==> src/rtl/sock_line_responder.sv <==
// sock_line_responder: parses newline-terminated ASCII register commands
// ("W addr data" / "R addr") from a byte stream, runs one bus transaction
// per command and answers with exactly one ASCII response line.
module sock_line_responder #(
  parameter int ADDR_W  = 16,
  parameter int DATA_W  = 32,
  parameter int TIMEOUT = 255
) (
  input  logic              clock,
  input  logic              reset,
  input  logic [7:0]        rx_data,
  input  logic              rx_valid,
  output logic              rx_ready,
  output logic [7:0]        tx_data,
  output logic              tx_valid,
  input  logic              tx_ready,
  output logic              bus_req,
  output logic              bus_we,
  output logic [ADDR_W-1:0] bus_addr,
  output logic [DATA_W-1:0] bus_wdata,
  input  logic              bus_ack,
  input  logic [DATA_W-1:0] bus_rdata,
  output logic              busy
);

  localparam int NA   = ADDR_W / 4;
  localparam int ND   = DATA_W / 4;
  localparam int MAXD = (NA > ND) ? NA : ND;
  localparam int CW   = $clog2(MAXD + 1);
  localparam int TW   = $clog2(TIMEOUT + 1);
  localparam int IW   = $clog2(ND + 2);

  typedef enum logic [2:0] {
    IDLE, SEP1, ADDR, SEP2, DATA, DISCARD, REQ, RESP
  } state_t;

  typedef enum logic [1:0] {
    RSP_OK, RSP_ERR, RSP_TMO, RSP_RD
  } resp_t;

  state_t            state_q, state_d;
  resp_t             kind_q, kind_d;
  logic              we_q, we_d;
  logic [ADDR_W-1:0] addr_q, addr_d;
  logic [DATA_W-1:0] wdata_q, wdata_d;
  logic [DATA_W-1:0] rdata_q, rdata_d;
  logic [CW-1:0]     cnt_q, cnt_d;
  logic [TW-1:0]     tmo_q, tmo_d;
  logic [IW-1:0]     idx_q, idx_d;
  logic              rdyEn_q;

  logic       rxFire, isHex, isCR, isLF, isSP, lastByte;
  logic [3:0] nib;
  logic [4:0] hv;

  // Returns {valid, nibble} for an ASCII hex digit of either case.
  function automatic logic [4:0] hexVal(input logic [7:0] c);
    if (c >= "0" && c <= "9") return {1'b1, c[3:0]};
    else if ((c >= "A" && c <= "F") || (c >= "a" && c <= "f")) return {1'b1, c[3:0] + 4'd9};
    else return 5'd0;
  endfunction

  // Uppercase ASCII for one nibble.
  function automatic logic [7:0] hexChar(input logic [3:0] n);
    return (n < 4'd10) ? (8'h30 + {4'h0, n}) : (8'h37 + {4'h0, n});
  endfunction

  assign rx_ready = rdyEn_q && (state_q inside {IDLE, SEP1, ADDR, SEP2, DATA, DISCARD});
  assign rxFire   = rx_valid && rx_ready;
  assign hv       = hexVal(rx_data);
  assign isHex    = hv[4];
  assign nib      = hv[3:0];
  assign isCR     = (rx_data == 8'h0D);
  assign isLF     = (rx_data == 8'h0A);
  assign isSP     = (rx_data == 8'h20);

  assign tx_valid  = (state_q == RESP);
  assign bus_req   = (state_q == REQ);
  assign bus_we    = we_q;
  assign bus_addr  = addr_q;
  assign bus_wdata = wdata_q;
  assign busy      = (state_q != IDLE);

  // Response byte selection; the read-data shift register always exposes the next nibble at its top.
  always_comb begin
    tx_data  = 8'h00;
    lastByte = 1'b0;
    if (state_q == RESP) begin
      unique case (kind_q)
        RSP_OK: begin
          lastByte = (idx_q == IW'(2));
          tx_data  = (idx_q == IW'(0)) ? "O" : (idx_q == IW'(1)) ? "K" : 8'h0A;
        end
        RSP_ERR: begin
          lastByte = (idx_q == IW'(3));
          tx_data  = (idx_q == IW'(0)) ? "E" : (idx_q == IW'(3)) ? 8'h0A : "R";
        end
        RSP_TMO: begin
          lastByte = (idx_q == IW'(3));
          tx_data  = (idx_q == IW'(0)) ? "T" : (idx_q == IW'(1)) ? "M" :
                     (idx_q == IW'(2)) ? "O" : 8'h0A;
        end
        default: begin
          lastByte = (idx_q == IW'(ND));
          tx_data  = lastByte ? 8'h0A : hexChar(rdata_q[DATA_W-1 -: 4]);
        end
      endcase
    end
  end

  // Parser, bus sequencing and response stepping; an LF that ends a malformed line jumps straight to ERR.
  always_comb begin
    state_d = state_q;
    kind_d  = kind_q;
    we_d    = we_q;
    addr_d  = addr_q;
    wdata_d = wdata_q;
    rdata_d = rdata_q;
    cnt_d   = cnt_q;
    tmo_d   = tmo_q;
    idx_d   = idx_q;
    unique case (state_q)
      IDLE: if (rxFire && !isCR && !isLF) begin
        if (rx_data == "W" || rx_data == "R") begin
          we_d    = (rx_data == "W");
          state_d = SEP1;
        end else begin
          state_d = DISCARD;
        end
      end
      SEP1: if (rxFire && !isCR) begin
        if (isSP) begin
          state_d = ADDR;
          cnt_d   = '0;
          addr_d  = '0;
        end else if (isLF) begin
          state_d = RESP; kind_d = RSP_ERR; idx_d = '0;
        end else begin
          state_d = DISCARD;
        end
      end
      ADDR: if (rxFire && !isCR) begin
        if (isHex && cnt_q != CW'(NA)) begin
          addr_d = (addr_q << 4) | ADDR_W'(nib);
          cnt_d  = cnt_q + CW'(1);
        end else if (isSP && we_q && cnt_q != '0) begin
          state_d = SEP2;
        end else if (isLF && !we_q && cnt_q != '0) begin
          state_d = REQ; tmo_d = '0;
        end else if (isLF) begin
          state_d = RESP; kind_d = RSP_ERR; idx_d = '0;
        end else begin
          state_d = DISCARD;
        end
      end
      SEP2: if (rxFire && !isCR) begin
        if (isHex) begin
          state_d = DATA;
          wdata_d = DATA_W'(nib);
          cnt_d   = CW'(1);
        end else if (isLF) begin
          state_d = RESP; kind_d = RSP_ERR; idx_d = '0;
        end else begin
          state_d = DISCARD;
        end
      end
      DATA: if (rxFire && !isCR) begin
        if (isHex && cnt_q != CW'(ND)) begin
          wdata_d = (wdata_q << 4) | DATA_W'(nib);
          cnt_d   = cnt_q + CW'(1);
        end else if (isLF) begin
          state_d = REQ; tmo_d = '0;
        end else begin
          state_d = DISCARD;
        end
      end
      DISCARD: if (rxFire && isLF) begin
        state_d = RESP; kind_d = RSP_ERR; idx_d = '0;
      end
      REQ: begin
        if (bus_ack) begin
          rdata_d = bus_rdata;
          kind_d  = we_q ? RSP_OK : RSP_RD;
          idx_d   = '0;
          state_d = RESP;
        end else if (tmo_q == TW'(TIMEOUT - 1)) begin
          kind_d  = RSP_TMO;
          idx_d   = '0;
          state_d = RESP;
        end else begin
          tmo_d = tmo_q + TW'(1);
        end
      end
      default: if (tx_ready) begin
        if (lastByte) begin
          state_d = IDLE;
        end else begin
          idx_d = idx_q + IW'(1);
          if (kind_q == RSP_RD) rdata_d = rdata_q << 4;
        end
      end
    endcase
  end

  // State register with synchronous reset; rx_ready is held off for one cycle after reset.
  always_ff @(posedge clock) begin
    if (reset) begin
      state_q <= IDLE;
      kind_q  <= RSP_OK;
      we_q    <= 1'b0;
      addr_q  <= '0;
      wdata_q <= '0;
      rdata_q <= '0;
      cnt_q   <= '0;
      tmo_q   <= '0;
      idx_q   <= '0;
      rdyEn_q <= 1'b0;
    end else begin
      state_q <= state_d;
      kind_q  <= kind_d;
      we_q    <= we_d;
      addr_q  <= addr_d;
      wdata_q <= wdata_d;
      rdata_q <= rdata_d;
      cnt_q   <= cnt_d;
      tmo_q   <= tmo_d;
      idx_q   <= idx_d;
      rdyEn_q <= 1'b1;
    end
  end

endmodule

==> config.mk <==
export PLATFORM = sky130hd
export DESIGN_NAME = sock_line_responder
export DESIGN_NICKNAME = d
export VERILOG_FILES = /design/src/rtl/sock_line_responder.sv
export SDC_FILE = /design/constraint.sdc
export NUM_CORES = 1
export LEC_CHECK = 0
export ABC_AREA = 1
export CORE_ASPECT_RATIO = 1.75
export CORE_MARGIN = 4
export CORE_UTILIZATION = 60
export DETAILED_ROUTE_END_ITERATION = 6
export DONT_BUFFER_PORTS = 1
export GPL_TIMING_DRIVEN = 0
export PLACE_DENSITY = 0.76
export SYNTH_ARGS = -nofsm -noshare
export SYNTH_HDL_FRONTEND = slang
export SYNTH_SLANG_ARGS = --single-unit
==> constraint.sdc <==
create_clock -name clock -period 2.43 [get_ports clock]
set_input_delay 0.729 -clock clock [delete_from_list [all_inputs] [get_ports clock]]
set_output_delay 0.729 -clock clock [all_outputs]
set_load 0.01 [all_outputs]
# After elaboration in Yosys (flattened, before gate mapping)
# Cells that the tools add are included.
# totals
in_bits,45
ff_bits,103
out_inout_bits,61
elab_cells,219
# op_classes
n_lt_le_gt_ge,7
eq_ne,46
n_addsub,6
n_mux,99
reduce_logical,47
bitwise,4
# ops
operator,n
32-bit two-way mux,8
32-bit one-hot mux with 2 select lines,2
4-bit two-way mux,22
8-bit two-way mux,9
7-bit two-way mux,10
16-bit two-way mux,4
3-bit two-way mux,16
2-bit two-way mux,16
32-bit by 4-bit OR with 32-bit output,1
16-bit one-hot mux with 2 select lines,1
2-bit != test (second input constant),12
4-bit one-hot mux with 6 select lines,1
8-bit one-hot mux with 3 select lines,1
11-bit AND reduction,2
3-bit one-hot mux with 7 select lines,1
7-bit one-hot mux with 3 select lines,1
2-bit by 1-bit != test with 1-bit output (second input constant),10
8-bit by 4-bit equality test with 1-bit output (second input constant),2
8-bit by 7-bit equality test with 1-bit output (second input constant),2
8-bit by 7-bit greater-or-equal comparator with 1-bit output (second input constant),2
8-bit by 7-bit <= comparator with 1-bit output (second input constant),2
16-bit by 4-bit OR with 16-bit output,1
4-bit one-hot mux with 4 select lines,1
8-bit nonzero test,2
44 further kinds,80

# Longest topological paths before layout
# Gate-level depths: netlist of the first run.
# logic_depth
word_depth,9
mapped_depth,14
depth_no_buf,14

# Least setup slack after synthesis of the first run
# No wires, ideal clock.
# synth_path
path_type,flip-flop to output port
startpoint,register idx_q[0]
endpoint,output port tx_data[4]
required_time_ps,1701
path_stages_with_launch,8
arrival_time_ps,1433
path_slack_ps,268
n_path_buf,0
path_cell_list,dfxtp_1 > inv_1 > ha_1 > nand2_1 > inv_1 > nor2_1 > nand2_1 > a311oi_1
# synth_between
elab_chain_cells,5
word_cells_on_any_way,12
cone_classes,eq/ne (3); mux (8); reduce/logical (1)
# synth_rtl
item,line_no,text
"start, declared",49,"logic [IW-1:0] idx_q, idx_d;"
"start signal, assigned",227,idx_q <= idx_d;
4-bit by 1-bit equality test with 1-bit output or 4-bit by 2-bit equality test with 1-bit output (tied branches),"100, 96",
7-bit two-way mux (on tied branches) (2 in a row),"100, 96",
7-bit one-hot mux with 3 select lines *,89,unique case (kind_q)
7-bit two-way mux *,88,if (state_q == RESP) begin
"end, declared",14,"output logic [7:0] tx_data,"
# Every way passes the cells marked *; elsewhere a longest branch is shown, timed or not.

# Worst setup path after layout of the first run
# layout_path
startpoint,register kind_q[1]
endpoint,output port tx_data[3]
# layout_between
elab_chain_cells,3
word_cells_on_any_way,5
cone_classes,eq/ne (2); mux (2); reduce/logical (1)
# layout_rtl
item,line_no,text
"start, declared",42,"resp_t kind_q, kind_d;"
"start signal, assigned",220,kind_q <= kind_d;
"2-bit equality test, or another cell as far along",89,
7-bit one-hot mux with 3 select lines *,89,
7-bit two-way mux *,88,
# Marked as above.

==> impl_metrics.ini, run 1 <==
[timing]
grt_setup_unrepaired = true
hold_viol = 0
finalSetupViolCount = 0
slew_violations = 0
period_needed_ns = 2.40
whs_ns = 0.473
maxSlewHeadroom = 0.538
fmax_mhz = 416
skew_ns = 0.00891
period_share = 0.989
tightest_slew_ns = 0.685
setup-tns-final_ns = 0

[pwr]
leakagePower_nw = 2.36
powerDensity_mw_per_mm2 = 888
power.total_mw = 5.54
vdd_drop_max_v = 0.000666

[floorplanning]
die_y_microns = 136
fp.dieW_microns = 81.3
num_rows = 46
die_area_sq_mm = 0.0111
start_util = 0.617
core_area_sq_mm = 0.00915
io_pins = 106

[synthesis]
ys_ff_latch = 103
yosys_warnings = 0
synth_nets = 898
synth_compound_area_frac = 0.178
synth_edf_count = 0
synthSimpleGateAreaFrac = 0.315
synth_fa_ha_area_frac = 0.0443
synth_area_per_cell_sq_um = 6.77
syn_area_sq_mm = 0.00564
synth_top_family_by_area = simple AND/OR/NAND/NOR gates
async_flop_share = 0
synth-xor-area-share = 0.00776
seq_area_frac_synth = 0.365
yosys.cell_types.count = 40
synthCells = 833
synth.area.mux_share = 0
synthFlopType = dfxtp_1

[routing]
drc_errors = 0
postRouteAntennaNets = 0
wl_met2_microns = 8450
wl_per_cell_microns = 16.0
wl_met1_microns = 5440
highest-signal-layer = met4
viasPerCell = 5.85
drt_wl_total_microns = 15500
dr.pass1.iters = 5
first_iter_violations = 253
dr_total_vias = 5670
dr_wl_met3_microns = 1090

[cells_and_area]
nets = 910
drive_gt1_frac = 0.120
instances_no_fill = 970
diodes = 0
area_growth_pct = 10.5

[critical_path]
cp-end-kind = primary output
critPathRequiredTime_ns = 1.70
path_max_fanout = 4
cp_data_arrival_time_ns = 1.67
crit_type = register to primary output
startpoint_type = register

[worst_hold_path]
hold_path_class = register to register

[global_route]
grt_pass1_wl_microns = 24600
antenna_found_initial = 0
grt_max_degree = 18
grt_usage = 0.280
grt_pass1_vias = 5372
grt_overflow = 0

[clock_tree]
cts_tree = done
clk-insertion-delay-late_ns = 0.34
cts_root_buf = clkbuf_16
cts_max_level = 3
cts_buffers = 9
path_clk_slew_ns = 0.07
clock-sinks = 103
clock_path_buffers = 2

[outcome]
outcome = finished clean

[place]
place_congestion = 0.964
place_inst = 953
port_buffers = 0
dp_hpwl_microns = 11900

[flow_run]
max-cap-violations = 0
-- cells by family after synthesis --
kind of cell	count (synthesis)
flops	103
other cells	1
fa+ha+maj	20
compound gates	185
simple gates	399
xor+xnor	5
buf+inv	120
-- Yosys cell counts (2+ instances only) --
library cell | number | area share
buf_4 | 4 | 0.0053
ha_1 | 20 | 0.044
nor2_1 | 79 | 0.053
buf_6 | 2 | 0.0040
buf_2 | 13 | 0.012
a21oi_1 | 80 | 0.071
inv_2 | 13 | 0.0086
nand3_2 | 4 | 0.0071
a211oi_1 | 4 | 0.0053
clkbuf_1 | 20 | 0.013
o21ai_1 | 10 | 0.0089
o22ai_1 | 5 | 0.0055
nor2_4 | 4 | 0.0080
a2111oi_0 | 2 | 0.0031
nand3b_1 | 3 | 0.0040
a31oi_1 | 28 | 0.031
nor3_1 | 10 | 0.0089
nand2_1 | 202 | 0.13
o21ai_0 | 50 | 0.044
dfxtp_1 | 103 | 0.37
xor2_1 | 5 | 0.0078
buf_1 | 2 | 0.0013
nand2_2 | 5 | 0.0055
nand4_1 | 37 | 0.041
nor2_2 | 4 | 0.0044
nand3_1 | 45 | 0.040
inv_1 | 66 | 0.044
-- routing by layer --
metal	vias to the layer above	track usage
li1	2821	-
met1	2593	0.273
met2	220	0.541
met3	36	0.0637
met4	0	0.116
met5	-	0
-- report_power, final --
group / total [mW] / leakage (nW) / switching, mW / internal, mW
Sequential: 2.02 / 0.834 / 0.177 / 1.84
Combinational: 2.17 / 1.40 / 1.47 / 0.700
Clock: 1.35 / 0.127 / 0.646 / 0.705
Total: 5.54 / 2.36 / 2.29 / 3.24
-- critical path: stages, from the launching register on --
cell and delay [ns]:
dfxtp_2 0.36, inv_1 0.07, ha_1 0.20, inv_1 0.15, nor3_1 0.09, a2111oi_2 0.35, nor3_2 0.11
-- state kept, by name, summed over array words and instances (netlist names) --
signal	flops
bus_addr	16
bus_wdata	32
bus_we	1
cnt_q	4
idx_q	4
kind_q	2
rdata_q	32
rdyEn_q	1
state_q	3
tmo_q	8
-- cell type report --
cell class,instances,area (sq um)
Sequential cell,103,2070
Inverter,79,302
Clock inverter,5,41.3
Buffer,41,204
Multi-Input combinational cell,610,3230
Timing Repair Buffer,1,7.51
Tap cell,120,150
Fill cell,828,2920
Clock buffer,11,233
-- cells in the final DEF, fill, tap and decap left out, drive strengths merged, types with 3 or more instances in the layout --
| cell | synthesis | routed |
|---|---|---|
| nor2 | 87 | 87 |
| ha | 20 | 20 |
| a31oi | 28 | 28 |
| a211oi | 4 | 4 |
| nand3 | 49 | 49 |
| o21ai | 61 | 61 |
| dfxtp | 103 | 103 |
| nand4 | 37 | 37 |
| nand2 | 208 | 208 |
| nand3b | 3 | 3 |
| o22ai | 5 | 5 |
| clkbuf | 20 | 32 |
| xor2 | 5 | 5 |
| nor3 | 11 | 11 |
| inv | 79 | 81 |
| buf | 21 | 21 |
| a21oi | 81 | 81 |
-- final timing paths --
| check | from | end | slack [ns] | cells past startpoint |
|---|---|---|---|---|
| worst max-delay path | kind_q[1] | tx_data[3] | 0.03 | 6 |
| worst min-delay path | rdata_q[3] | rdata_q[3] | 0.47 | 2 |
| worst max register to register | state_q[2] | state_q[2] | 0.34 | 10 |
| worst min register to register | rdata_q[3] | rdata_q[3] | 0.47 | 2 |
-- through the flow --
step	area, sq um	worst slack (ns)	util
floorplan	5640	0.268	-
global placement	5790	-0.0406	0.633
detailed placement	5790	-0.0826	0.633
CTS	6150	-0.0170	0.673
global route	6230	-0.0514	0.681
finish	6230	0.0263	0.681
-- what timing repair did --
item                                    4_1_cts  5_1_grt
gates cloned                                  0        0
buffers inserted                              1        0
hold buffers                                  0        0
pin swaps                                     3        1
resized for setup                            26       21
endpoints found under the setup margin        8        8
(Power assumes the default switching activity.)
==> inputs of run 2 (changes only) <==
--- a/config.mk
+++ b/config.mk
@@ -13,6 +13,7 @@
 export DONT_BUFFER_PORTS = 1
 export GPL_TIMING_DRIVEN = 0
 export PLACE_DENSITY = 0.76
+export REMOVE_ABC_BUFFERS = 1
 export SYNTH_ARGS = -nofsm -noshare
 export SYNTH_HDL_FRONTEND = slang
 export SYNTH_SLANG_ARGS = --single-unit
==> impl_metrics.ini, run 2 (synthesis results as in run 1) <==
[flow_run]
max-cap-violations = 0

[timing]
grt_setup_unrepaired = true
fmax_mhz = 409
finalWorstSetupSlack_ns = -0.0141
period_needed_ns = 2.44
finalSetupViolCount = 1
tightest_slew_ns = 0.675
setup-tns-final_ns = -0.0141
skew_ns = 0.0112
hold_viol = 0
slew_violations = 0
maxSlewHeadroom = 0.550
period_share = 1.01

[clock_tree]
cts_buffers = 9
cts_setup_buffers = 0
cts_max_level = 3
cts_tree = done
clock_path_buffers = 2
path_clk_slew_ns = 0.07
clk-insertion-delay-late_ns = 0.35
clock-sinks = 103
cts_root_buf = clkbuf_16

[place]
placed_area_sq_mm = 0.00562
place_inst = 913
place_ws_ns = -0.675
port_buffers = 0
place_congestion = 0.939
dp_hpwl_microns = 9940

[routing]
dr.pass1.iters = 5
dr_total_vias = 5460
wl_per_cell_microns = 15.7
first_iter_violations = 275
viasPerCell = 5.86
drt_wl_total_microns = 14600
drc_errors = 0
postRouteAntennaNets = 0

[critical_path]
r2r_slack_ns = 0.19
critPathRequiredTime_ns = 1.70
crit_type = register to primary output
path_max_fanout = 6
rr_endpoint = rdata_q[20]
cp-endpoint = tx_data[6]
r2r-start = state_q[0]
ff2ff_path_depth = 7
startpoint_type = register
cp_data_arrival_time_ns = 1.72
cp-end-kind = primary output
cp-startpoint = idx_q[2]

[cells_and_area]
drive_gt1_frac = 0.105
final_area_sq_mm = 0.00616
diodes = 0
instances_no_fill = 931
area_growth_pct = 9.09
nets = 871
final_common_cell = nand2_1
most-common-layout-cells = nand2_1, dfxtp_1, a21oi_1, nor2_1, inv_1

[global_route]
grt_overflow = 0
grt_pass1_wl_microns = 22800
grt_pass1_vias = 5077
antenna_found_initial = 0
grt_usage = 0.257
grt_max_degree = 61

[pwr]
leakagePower_nw = 2.29
p_seq_frac = 0.361
p_clk_frac = 0.281
p_comb_frac = 0.358
swShare = 0.405
p_int_mw = 3.43
p_switching_mw = 2.33
vdd_drop_max_v = 0.000727
powerDensity_mw_per_mm2 = 935

[floorplanning]
io_pins = 106
start_util = 0.617
core_area_sq_mm = 0.00915
die_area_sq_mm = 0.0111
fp.dieW_microns = 81.3
num_rows = 46
die_y_microns = 136

[worst_hold_path]
hold_path_class = primary input to register

[outcome]
violations = setup timing
outcome = finished, violations left
-- run 2: cell types whose count changed in the layout (fill, tap and decap cells not counted), moves of 2 or more --
cell        previous run  this run
buf_2                 12         0
nand3_2                5         3
clkbuf_1              22         0
clkinvlp_4             2         0
ha_2                   3         1
buf_6                  2         0
nand3_4                1         4
ha_1                  16        18
inv_6                  2         4
dfxtp_4                1         3
bufinv_16              0         2
buf_4                  6         0
-- run 2: per-layer routing --
metal,up-vias,GRT usage,share of wire
met2,149,0.445,0.52
met5,-,0,0
met4,0,0.119,0.034
met1,2538,0.282,0.39
li1,2734,-,-
met3,39,0.0723,0.059
-- run 2: area by class of cell --
cell class / instances / area, sq um
clock buffer: 10 / 239
clock inverter: 6 / 97.6
fill: 818 / 3000
inverter: 79 / 309
multi-input combinational: 612 / 3260
sequential: 103 / 2080
tap: 120 / 150
timing repair buffer: 1 / 27.5
-- run 2: worst min path at each step --
| stage | from | endpoint | slack, ns | depth (start not counted) |
|---|---|---|---|---|
| finish | reset | bus_wdata[27] | 0.45 | 1 |
| global route | reset | bus_wdata[27] | 0.43 | 1 |
| CTS | reset | bus_wdata[31] | 0.44 | 1 |
| detailed placement | rdata_q[2] | rdata_q[2] | 0.45 | 2 |
| global placement | rdata_q[3] | rdata_q[3] | 0.45 | 2 |
| floorplan | rdata_q[0] | rdata_q[0] | 0.44 | 2 |
-- run 2: worst max-delay path: stages (launching register included) --
cell and delay [ns]:
dfxtp_1 0.36, nor2_4 0.23, nand2_1 0.14, o21ai_0 0.23, nor3b_2 0.29, o22ai_2 0.13
-- run 2: power by group through the flow --
stage	clock network (mW)	registers [mW]	logic (mW)
2_1_floorplan	0	2.01	1.44
3_3_place_gp	0	2.05	1.75
3_5_place_dp	0	2.06	1.83
4_1_cts	1.64	2.04	1.92
5_1_grt	1.71	2.10	2.29
6_report	1.62	2.08	2.06
-- run 2: stage by stage --
step	power, mW	utilization	hold slack (ns)
after floorplan	3.44	-	0.439
after global placement	3.80	0.611	0.446
after detailed placement	3.89	0.614	0.450
after CTS	5.61	0.662	0.435
after global routing	6.10	0.673	0.429
final	5.76	0.673	0.448
-- run 2: timing repair --
action,4_1_cts,5_1_grt
pin swaps,3,5
hold buffers,0,0
cloned,0,2
setup endpoints to repair,89,73
gates resized for setup,32,20
==> inputs of run 3 (changes only) <==
--- a/config.mk
+++ b/config.mk
@@ -5,9 +5,8 @@
 export SDC_FILE = /design/constraint.sdc
 export NUM_CORES = 1
 export LEC_CHECK = 0
-export ABC_AREA = 1
 export CORE_ASPECT_RATIO = 1.75
-export CORE_MARGIN = 4
+export CORE_MARGIN = 3
 export CORE_UTILIZATION = 60
 export DETAILED_ROUTE_END_ITERATION = 6
 export DONT_BUFFER_PORTS = 1
==> impl_metrics.ini, run 3 <==
[critical_path]
cp-endpoint = tx_data[2]
r2r-start = state_q[1]
cp-end-kind = primary output
cpLargestDelayFamily = simple AND/OR/NAND/NOR gates
cp_common_cell = o21ai_1
r2r_slack_ns = 0.10
slowest_stage = dfxtp_4
rr_endpoint = bus_addr[3]
crit_buf_inv = 1
crit_type = register to primary output
cpPeakStageDelay_ns = 0.38
startpoint_type = register
path_max_fanout = 5
critPathRequiredTime_ns = 1.70
crit_path_cell_trace = inv_4, ha_4, nor3_2, nor4_1, o21ai_1, o21ai_1, and2_4
cp_data_arrival_time_ns = 1.79
ff2ff_path_depth = 7
cp-startpoint = kind_q[0]
critical_path_depth = 7

[outcome]
violations = setup timing
outcome = finished, violations left

[clock_tree]
cts_max_level = 3
clk-insertion-delay-late_ns = 0.35
cts_tree = done
path_clk_slew_ns = 0.07
clock-sinks = 103
cts_buffers = 9
cts_root_buf = clkbuf_16
clock_path_buffers = 2

[floorplanning]
num_rows = 45
die_area_sq_mm = 0.0103
die_y_microns = 132
core_area_sq_mm = 0.00878
fp.dieW_microns = 78.1
start_util = 0.622
io_pins = 106

[cells_and_area]
area_growth_pct = 14.7
diodes = 0
drive_gt1_frac = 0.177
most-common-layout-cells = nand2_1, dfxtp_1, nor2_1, a21oi_1, nand3_1
final_area_sq_mm = 0.00626
nFillCells = 737
final_common_cell = nand2_1
instances_no_fill = 810
nets = 753

[pwr]
power.total_mw = 4.04
vdd_drop_max_v = 0.000599
powerDensity_mw_per_mm2 = 645
leakagePower_nw = 2.00

[place]
place_congestion = 0.904
place_ws_ns = -2.80
placed_area_sq_mm = 0.00543
port_buffers = 0
place_inst = 764
dp_hpwl_microns = 9030

[timing]
hold_viol = 0
finalWorstSetupSlack_ns = -0.0934
skew_ns = 0.0104
finalSetupViolCount = 1
slew_violations = 0
maxSlewHeadroom = 0.503
fmax_mhz = 396
period_needed_ns = 2.52
period_share = 1.04
grt_setup_unrepaired = true
tightest_slew_ns = 0.741
whs_ns = 0.444

[global_route]
grt_max_degree = 101
grt_pass1_vias = 4942
antenna_found_initial = 0
grt_usage = 0.270
grt_pass1_wl_microns = 23000
grt_overflow = 0

[routing]
viasPerCell = 6.45
drt_wl_total_microns = 14700
postRouteAntennaNets = 0
first_iter_violations = 335
drc_errors = 0
dr_total_vias = 5224
wl_per_cell_microns = 18.2
dr.pass1.iters = 5

[synthesis]
ys_ff_latch = 103
syn_area_sq_mm = 0.00546
synth_top_area_frac = 0.378
synth_area_per_cell_sq_um = 7.88
async_flop_share = 0
synth_edf_count = 0
synthFlopType = dfxtp_1
yosys.cell_types.count = 71
yosys_warnings = 0
synth_common_cells = dfxtp_1, nand2_1, nor2_1
seq_area_frac_synth = 0.378
synth_top_cell_by_area = dfxtp_1
synth_area_leaders = dfxtp_1, nand2_1, nor2_1
synthCells = 693

[flow_run]
max-cap-violations = 0

[worst_hold_path]
hold_path_class = primary input to register
run 3: worst min-delay path by stage:
stage	start	endpoint	slack, ns	cells after the start
after global routing	reset	bus_addr[10]	0.43	1
after floorplan	tmo_q[7]	tmo_q[7]	0.43	1
after global placement	rdata_q[0]	rdata_q[0]	0.45	2
after CTS	reset	bus_addr[14]	0.43	1
final	reset	bus_addr[14]	0.44	1
after detailed placement	rdata_q[1]	rdata_q[1]	0.46	2
run 3: routing by layer:
metal  share of wire  GRT usage
met1            0.37      0.300
met2            0.52      0.469
met3           0.069     0.0616
met4           0.039      0.146
met5               0          0
run 3: cells by family (layout without fill, tap and decap cells):
kind of cell / after synthesis / after routing / share of synthesized area
AND/OR/NAND/NOR: 296 / 298 / 0.258
AO/OA/AOI/OAI: 197 / 197 / 0.248
flip-flops: 103 / 103 / 0.378
buffers and inverters: 68 / 66 / 0.0548
adder cells (fa/ha/maj): 20 / 20 / 0.0458
multiplexers: 7 / 7 / 0.0133
other: 1 / 1 / 0.000687
XOR/XNOR: 1 / 1 / 0.00160
run 3: repair_timing:
| item | CTS | global route |
|---|---|---|
| setup buffers | 10 | 17 |
| hold buffers | 0 | 0 |
| setup endpoints to repair | 111 | 78 |
| gates resized for setup | 47 | 40 |
| gates cloned | 2 | 1 |
| pin swaps | 7 | 19 |
run 3: metrics by stage:
| stage | util | TNS (ns) |
|---|---|---|
| global route | 0.713 | -0.553 |
| detailed placement | 0.618 | -142.26 |
| floorplan | - | -143.03 |
| global placement | 0.613 | -253.15 |
| CTS | 0.681 | -0.0473 |
| finish | 0.713 | -0.0934 |
run 3: layout make-up:
class                           instances  area (sq um)  area share
Timing Repair inverter                  1          5.00    0.000799
Multi-Input combinational cell        524          3380       0.539
Sequential cell                       103          2090       0.334
Timing Repair Buffer                   30           256      0.0409
Clock inverter                          7          77.6      0.0124
Inverter                               19          85.1      0.0136
Tap cell                              117           146      0.0234
Clock buffer                            9           225      0.0359
run 3: power breakdown:
part           internal (mW)  total [mW]  switching (mW)
combinational          0.343       0.856           0.513
clock                  0.726        1.41           0.683
sequential              1.72        1.77          0.0563
total                   2.79        4.04            1.25
